==> src/rtl/valu_pkg.sv <==
// Shared constants and state type for the vector ALU lane sequencer.
package valu_pkg;

    localparam logic [2:0] OP_ADD = 3'b000;
    localparam logic [2:0] OP_SUB = 3'b001;
    localparam logic [2:0] OP_MUL = 3'b010;

    localparam int FLG_C = 0;
    localparam int FLG_Z = 1;
    localparam int FLG_N = 2;
    localparam int FLG_V = 3;

    typedef enum logic [1:0] {
        IDLE,
        RUN,
        DONE
    } seq_state_t;

endpackage

==> src/rtl/valu_flag_accum.sv <==
// Per-beat reduction of lane ALU flags and the running {ovf,neg,zero,carry} accumulator.
module valu_flag_accum
    import valu_pkg::*;
#(
    parameter int P_UNITS = 2
) (
    input  logic                 clk,
    input  logic                 rst,
    input  logic                 clear,
    input  logic                 acc_en,
    input  logic                 scalar,
    input  logic [P_UNITS*4-1:0] lane_flags,
    output logic [3:0]           acc_flags
);

    logic beat_c;
    logic beat_z;
    logic beat_n;
    logic beat_v;

    // Scalar ops contribute only unit 0; zero is AND-reduced, the rest OR-reduced.
    always_comb begin
        beat_c = 1'b0;
        beat_z = 1'b1;
        beat_n = 1'b0;
        beat_v = 1'b0;
        for (int u = 0; u < P_UNITS; u++) begin
            if (!scalar || u == 0) begin
                beat_c = beat_c | lane_flags[u*4 + FLG_C];
                beat_z = beat_z & lane_flags[u*4 + FLG_Z];
                beat_n = beat_n | lane_flags[u*4 + FLG_N];
                beat_v = beat_v | lane_flags[u*4 + FLG_V];
            end
        end
    end

    always_ff @(posedge clk or posedge rst) begin
        if (rst) begin
            acc_flags <= '0;
        end else if (clear) begin
            acc_flags        <= '0;
            acc_flags[FLG_Z] <= 1'b1;
        end else if (acc_en) begin
            acc_flags[FLG_C] <= acc_flags[FLG_C] | beat_c;
            acc_flags[FLG_Z] <= acc_flags[FLG_Z] & beat_z;
            acc_flags[FLG_N] <= acc_flags[FLG_N] | beat_n;
            acc_flags[FLG_V] <= acc_flags[FLG_V] | beat_v;
        end
    end

endmodule

==> src/rtl/valu_lane_sequencer.sv <==
// Sequences one vector op over P_UNITS shared lane ALUs and buffers the result vector.
// Optional performance counters are enabled by defining VALU_SEQ_PERF_CNT_EN.
module valu_lane_sequencer
    import valu_pkg::*;
#(
    parameter int DATA_W  = 16,
    parameter int N_LANES = 8,
    parameter int P_UNITS = 2
) (
    input  logic                        clk,
    input  logic                        rst,
    input  logic                        in_valid,
    output logic                        in_ready,
    input  logic [2:0]                  in_opcode,
    input  logic                        in_scalar,
    input  logic [N_LANES*DATA_W-1:0]   in_a,
    input  logic [N_LANES*DATA_W-1:0]   in_b,
    output logic [P_UNITS*DATA_W-1:0]   alu_a,
    output logic [P_UNITS*DATA_W-1:0]   alu_b,
    output logic [2:0]                  alu_opcode,
    output logic                        alu_scalar,
    input  logic [P_UNITS*DATA_W-1:0]   alu_result,
    input  logic [P_UNITS*4-1:0]        alu_flags,
    output logic                        out_valid,
    input  logic                        out_ready,
    output logic [N_LANES*DATA_W-1:0]   out_result,
    output logic [3:0]                  out_flags,
    output logic                        busy
`ifdef VALU_SEQ_PERF_CNT_EN
    ,
    output logic [31:0]                 perf_ops,
    output logic [31:0]                 perf_busy,
    output logic [31:0]                 perf_stall
`endif
);

    localparam int BEATS  = N_LANES / P_UNITS;
    localparam int BEAT_W = (BEATS > 1) ? $clog2(BEATS) : 1;
    localparam logic [BEAT_W-1:0] LAST_BEAT = BEAT_W'(BEATS - 1);

    generate
        if (N_LANES % P_UNITS != 0) begin : g_bad_cfg
            $error("valu_lane_sequencer: N_LANES must be a multiple of P_UNITS");
        end
    endgenerate

    seq_state_t                 state;
    seq_state_t                 state_nxt;
    logic [BEAT_W-1:0]          beat;
    logic [N_LANES*DATA_W-1:0]  lat_a;
    logic [N_LANES*DATA_W-1:0]  lat_b;
    logic                       accept;
    logic                       run_last;

    assign accept   = (state == IDLE) && in_valid;
    assign run_last = (state == RUN) && (alu_scalar || beat == LAST_BEAT);

    always_ff @(posedge clk or posedge rst) begin
        if (rst) begin
            state <= IDLE;
        end else begin
            state <= state_nxt;
        end
    end

    always_comb begin
        state_nxt = state;
        in_ready  = 1'b0;
        out_valid = 1'b0;
        busy      = 1'b1;
        case (state)
            IDLE: begin
                in_ready = 1'b1;
                busy     = 1'b0;
                if (in_valid) state_nxt = RUN;
            end
            RUN: begin
                if (run_last) state_nxt = DONE;
            end
            DONE: begin
                out_valid = 1'b1;
                if (out_ready) state_nxt = IDLE;
            end
            default: state_nxt = IDLE;
        endcase
    end

    // Accept clears the buffer; each RUN beat lands P_UNITS lane results in their slots.
    always_ff @(posedge clk or posedge rst) begin
        if (rst) begin
            beat       <= '0;
            lat_a      <= '0;
            lat_b      <= '0;
            alu_opcode <= '0;
            alu_scalar <= 1'b0;
            out_result <= '0;
        end else if (accept) begin
            beat       <= '0;
            lat_a      <= in_a;
            lat_b      <= in_b;
            alu_opcode <= in_opcode;
            alu_scalar <= in_scalar;
            out_result <= '0;
        end else if (state == RUN) begin
            for (int u = 0; u < P_UNITS; u++) begin
                if (!alu_scalar || u == 0) begin
                    out_result[(int'(beat)*P_UNITS + u)*DATA_W +: DATA_W] <= alu_result[u*DATA_W +: DATA_W];
                end
            end
            beat <= run_last ? '0 : beat + 1'b1;
        end
    end

    always_comb begin
        alu_a = '0;
        alu_b = '0;
        if (state == RUN) begin
            for (int u = 0; u < P_UNITS; u++) begin
                alu_a[u*DATA_W +: DATA_W] = lat_a[(int'(beat)*P_UNITS + u)*DATA_W +: DATA_W];
                alu_b[u*DATA_W +: DATA_W] = lat_b[(int'(beat)*P_UNITS + u)*DATA_W +: DATA_W];
            end
        end
    end

    valu_flag_accum #(
        .P_UNITS (P_UNITS)
    ) u_flag_accum (
        .clk        (clk),
        .rst        (rst),
        .clear      (accept),
        .acc_en     (state == RUN),
        .scalar     (alu_scalar),
        .lane_flags (alu_flags),
        .acc_flags  (out_flags)
    );

`ifdef VALU_SEQ_PERF_CNT_EN
    always_ff @(posedge clk or posedge rst) begin
        if (rst) begin
            perf_ops   <= '0;
            perf_busy  <= '0;
            perf_stall <= '0;
        end else begin
            if (out_valid && out_ready) perf_ops <= perf_ops + 32'd1;
            if (busy) perf_busy <= perf_busy + 32'd1;
            if (state == DONE && !out_ready) perf_stall <= perf_stall + 32'd1;
        end
    end
`endif

endmodule

==> config.mk <==
export PLATFORM = sky130hd
export DESIGN_NAME = valu_lane_sequencer
export DESIGN_NICKNAME = d
export VERILOG_FILES = /design/src/rtl/valu_pkg.sv /design/src/rtl/valu_flag_accum.sv /design/src/rtl/valu_lane_sequencer.sv
export SDC_FILE = /design/constraint.sdc
export NUM_CORES = 1
export LEC_CHECK = 0
export ABC_AREA = 0
export BUFFER_PORTS_ARGS = -buffer_cell sky130_fd_sc_hd__buf_2
export CAP_MARGIN = 10
export CORE_MARGIN = 8
export CORE_UTILIZATION = 50
export CTS_BUF_LIST = sky130_fd_sc_hd__clkbuf_8
export DETAILED_ROUTE_END_ITERATION = 8
export GPL_TIMING_DRIVEN = 0
export HOLD_SLACK_MARGIN = 0.08
export PLACE_DENSITY = 0.78
export RECOVER_POWER = 25
export SYNTH_ARGS = -nofsm -noshare
export SYNTH_HDL_FRONTEND = slang
export SYNTH_HIERARCHICAL = 1
export SYNTH_SLANG_ARGS = --single-unit
==> constraint.sdc <==
create_clock -name clk -period 22.7 [get_ports clk]
set_clock_uncertainty 0.2 [all_clocks]
set_input_delay 4.54 -clock clk [delete_from_list [all_inputs] [get_ports clk]]
set_output_delay 4.54 -clock clk [all_outputs]
set_load 0.02 [all_outputs]
### Word level (Yosys, flattened, before mapping)

Index checks and enable logic that the tools add are counted.

| storage, ports and cells | value |
|---|---|
| bits of input ports | 304 |
| flip-flop bits (word level) | 396 |

| cells by class | value |
|---|---|
| shift operators | 8 |
| reduce and logical (&&, ||, !) cells | 6 |
| bitwise operators | 8 |
| muxes and demuxes | 25 |
| add/subtract/negate cells | 4 |
| equality and inequality tests | 6 |

Operator list:

| operator | number |
|---|---|
| 2-to-1 mux 128 bit | 5 |
| bitwise mux 128 bit | 2 |
| variable shift 16 x 33 -> 128 bit, first input constant | 2 |
| indexed part select 128 x 8 -> 16 bit | 2 |
| indexed part select 16 x 33 -> 128 bit | 2 |
| indexed part select 128 x 32 -> 16 bit | 1 |
| indexed part select 128 x 9 -> 16 bit | 1 |
| 2-to-1 mux 32 bit | 2 |
| negation 32 -> 33 bit | 1 |
| negation 7 -> 33 bit | 1 |
| 2-to-1 mux 2 bit | 6 |
| 2-to-1 mux 4 bit | 2 |
| 2-to-1 mux 1 bit | 7 |
| != test 2 bit, second input constant | 3 |
| bitwise OR 1 bit | 6 |
| case mux 2 bit (3 select lines) | 1 |
| adder 3 x 1 -> 4 bit, second input constant | 1 |
| == test 2 bit, second input constant | 2 |
| AND reduction 3 bit | 1 |
| adder 2 x 1 -> 2 bit, second input constant | 1 |
| bitwise AND 1 bit | 2 |
| == test 2 x 1 -> 1 bit, second input constant | 1 |
| logical AND 1 bit | 2 |
| logical NOT 2 bit | 1 |
| other kinds (2) | 2 |

### Logic depth before layout (Yosys ltp)

| logic depth | value |
|---|---|
| depth in word-level cells | 9 |
| gate-level depth with buffers | 11 |
| gate-level depth less buffers | 5 |

### Modules after synthesis

The synthesis kept the hierarchy.

Modules (own cells, without submodules):

| module | cells an instance | area each (um2) | times used |
|---|---|---|---|
| valu_lane_sequencer | 1731 | 17339.1 | 1 |
| valu_flag_accum | 20 | 188.9 | 1 |

### Worst setup path after synthesis

OpenSTA, ideal clock, no wires.

| timing path | value |
|---|---|
| path type | reg2out |
| start point | register beat[1] |
| end point | output port alu_b[10] |
| path slack | 16.318 ns |
| data arrival time | 1.642 ns |
| data required time | 17.960 ns |
| stages on the path, launching flop included | 6 |
| cell sequence | dfrtp_1 -> buf_2 -> buf_2 -> buf_1 -> mux4_2 -> and2_1 |

| on the way | value |
|---|---|
| longest elaborated chain between the ends | 2 |

RTL lines:

| element | line | text |
|---|---|---|
| start: declaration | valu_lane_sequencer.sv:49 | `logic [BEAT_W-1:0] beat;` |
| start signal: assignment | valu_lane_sequencer.sv:110 | `beat <= run_last ? '0 : beat + 1'b1;` |
| indexed part select 128 x 8 -> 16 bit | valu_lane_sequencer.sv:120 | `alu_b[u*DATA_W +: DATA_W] = lat_b[(int'(beat)*P_UNITS + u)*DATA_W +: DATA_W];` |
| 2-to-1 mux 32 bit | valu_lane_sequencer.sv:117 | `if (state == RUN) begin` |
| end: declaration | valu_lane_sequencer.sv:19 | `output logic [P_UNITS*DATA_W-1:0] alu_b,` |

No other way between the ends.

==> results.md <==
* Reg-to-Reg End: out_result[104]
* Chip height at 203.2 um
* Clock Path Buffers at 3
* Root Driver: clkbuf_8
* Count of buffer and inverter cells on the critical path at 3
* Later-pin clock latency in the skew report at 0.59 ns
* Sequential share of the synthesized area at 56.54%
* Initial Util at around half
* Crit share post-route at 49.91%
* CTS Hold Bufs at 0
* Worst slew margin at -317.2%
* Worst-path fanout max at 119
* Post-synth net total at 2,060
* Post-Syn Area per Cell at 10.01 um2
* HP Class: register to register
* Worst setup path class: input pin to async pin
* Failing checks: max-capacitance violations, max-slew violations
* Layout cell share with drive strength beyond 1 at 31.33%
* Reg clk slew, reported paths at roughly 0.060 ns
* Setup Buffers After CTS at 0
* Crit path to: lat_b[38]
* Largest net degree at the start of global routing at 135
* Area contributors post-synth: dfrtp_1 57%, nand2_1 17%, mux4_2 8.2%
* TritonCTS clock tree: yes
* Tightest Pin Transition at 6.258 ns
* Area growth, synth to finish at 25.75%
* Worst setup margin at ~11 ns
* Setup_tns at 0 ns
* R2R setup slack at 19.01 ns
* Pwr dens at 137.2 nW/um2
* Yosys warning count at 6
* Die ar. at 41,300 um2
* Pins Over Slew Limit at 264
* Initial antenna violation count at 8
* Post-place setup slack at approximately 16 ns
* Crit path max-delay family: buffers and inverters
* Number of synthesized register bits at a little under 400
* CTS Buf Count at 67
* Worst Setup End Kind: async pin
* Area share of the largest cell type after synthesis at 56.54%
* Post-Synthesis Cell Area at between 15,000 and 20,000 um2
* Setup violators final at 0
* I/O pin cnt at 507
* RSZ-0062 raised after global routing: false
* Yosys cell types at 42
* Leakage Power at 12.16 nW
* Crit path top cell by count: clkbuf_1
* Crit path depth at 3
* Max-cap viol count at 3
* Critical Path AT at 10.29 ns
* Worst Setup SP: rst
* Vias in the first global route at 16,840
* Final Hold Viols at 0
* Die W at 203.2 um
* Worst r2r src: beat[1]
* First-pass GRT wire length at 93,090 um
* Slowest Stage Delay on Critical Path at 4.39 ns
* GRT Overall Usage at 28.75%
* Tmin final at 11.33 ns
* DRC at 0
* CTS resizes at 0
* Hold path depth at 2
* # clock sinks at 396
* Row count at 68
* Final WL at 60,560 um
* Port Buf Inserts at 506
* H-tree depth at 3
* Crit-path cells: clkbuf_1 -> clkinvlp_2 -> clkbuf_1
* Drt pass-1 iters at 5
* Placer's final routability congestion estimate at around 0.94
* Min Hold Slack at 0.2684 ns
* Core footprint at between 30,000 and 40,000 um2
* Vias at 15,540
* Vias/cell at 5.489
* Total Power at 3.025 mW
* Status: finished with violations
* Routed wire per std cell at 21.38 um
* Cell count after synthesis at approximately 1,800
* F_max at between 0.08 and 0.09 GHz
* CP Launch Type: input pin
* Max IR drop VDD at a little over 70 uV
* Crit path max-delay cell type: clkbuf_1
* ANT nets after route at 0
* Reg2Reg Depth at 9
* GR Overflow Total at 0
* Nets at 2,638
* Critical Path RT at 21.66 ns
* Starting DRT DRC Count at 1,020
* Cell taking the most area after synthesis: dfrtp_1
* HPWL after detailed placement at 45,520 um
[sequential cells by signal, summed over array words and instances, names as in the netlist]
signal,cells
alu_scalar,1
u_flag_accum/acc_flags,4
state,2
lat_a,128
lat_b,128
alu_opcode,3
out_result,128
beat,2
[routing by layer]
layer | share of wire (%) | track usage (%) | vias up
li1 | - | - | 6924
met1 | 39 | 35.88 | 7648
met2 | 48 | 46.34 | 775
met3 | 8.6 | 7.077 | 185
met4 | 4.6 | 14.63 | 12
met5 | 0.14 | 0 | -
[worst register-to-register path, stage by stage (launching register included)]
cell	delay [ns]
dfrtp_1	0.36
buf_2	0.26
buf_2	0.40
buf_2	0.37
inv_1	0.15
ha_1	0.35
nand4b_1	0.19
nor3_1	0.80
buf_2	0.36
a22o_1	0.18
[placed cells by master (no fill, tap or decap), types with 33 or more instances in the layout]
cell type | synthesis | layout
nand2_1 | 800 | 800
buf_2 | 51 | 555
dfrtp_1 | 396 | 396
clkbuf_8 | 0 | 87
clkbuf_1 | 61 | 65
mux4_2 | 64 | 64
and2_1 | 64 | 64
inv_1 | 38 | 53
nand4_1 | 33 | 33
[cell families (layout without fill, tap and decap cells)]
group,after synthesis,in the layout,synth area share (%)
flip-flops,396,396,56.54
buffers and inverters,162,786,4.004
multiplexers,96,96,10.05
adder cells (fa/ha/maj),5,5,0.3569
AND/OR/NAND/NOR,983,983,23.63
other,0,2,0
AO/OA/AOI/OAI,109,109,5.418
[worst min-delay path by stage]
| stage | startpoint | to | slack, ns |
|---|---|---|---|
| 6_report | lat_a[59] | lat_a[59] | 0.27 |
| 3_3_place_gp | lat_a[80] | lat_a[80] | 0.25 |
| 5_1_grt | out_result[112] | out_result[112] | 0.28 |
| 2_1_floorplan | lat_a[32] | lat_a[32] | 0.24 |
| 4_1_cts | lat_b[104] | lat_b[104] | 0.27 |
| 3_5_place_dp | lat_b[104] | lat_b[104] | 0.26 |
[area by class of cell]
class,instances,area (um2)
fillers,2899,12500
clock inverters,28,175.2
repair buffers,509,2565
flip-flops and latches,396,9910
clock buffers,87,1197
inverters,39,147.6
diodes,2,5.005
multi-input cells,1193,6917
well taps,455,569.3
plain buffers,123,555.5
[per-stage QoR]
stage / instances / util (%) / instance area (um2)
CTS: 2830 / 63.96 / 22090
floorplan: 1751 / - / 17530
finish: 2832 / 63.81 / 22040
detailed placement: 2715 / 59.98 / 20720
global placement: 2712 / 59.72 / 20630
global route: 2832 / 63.81 / 22040
[cell usage after synthesis, drive strengths merged]
cell	n
nand2	800
nand4	33
nor2b	1
ha	5
nand4bb	1
or3b	1
o2bb2ai	16
dfrtp	396
nor2	26
mux4	64
and4b	1
a31o	1
nand3	18
a21o	18
clkbuf	61
o21ai	1
o211ai	1
o31ai	17
mux2i	32
a21oi	3
nor3b	2
a21bo	1
nor3	3
a32oi	16
and3b	2
and2	65
buf	62
nand2b	7
nand4b	2
and4	15
a211oi	3
a22o	32
nand3b	5
and4bb	1
inv	39
[report_power, final]
part | total (mW) | switching [mW] | internal, mW
Clock | 0.657 | 0.292 | 0.365
Combinational | 1.26 | 0.783 | 0.474
Sequential | 1.11 | 0.145 | 0.965
(Power assumes the default switching activity.)
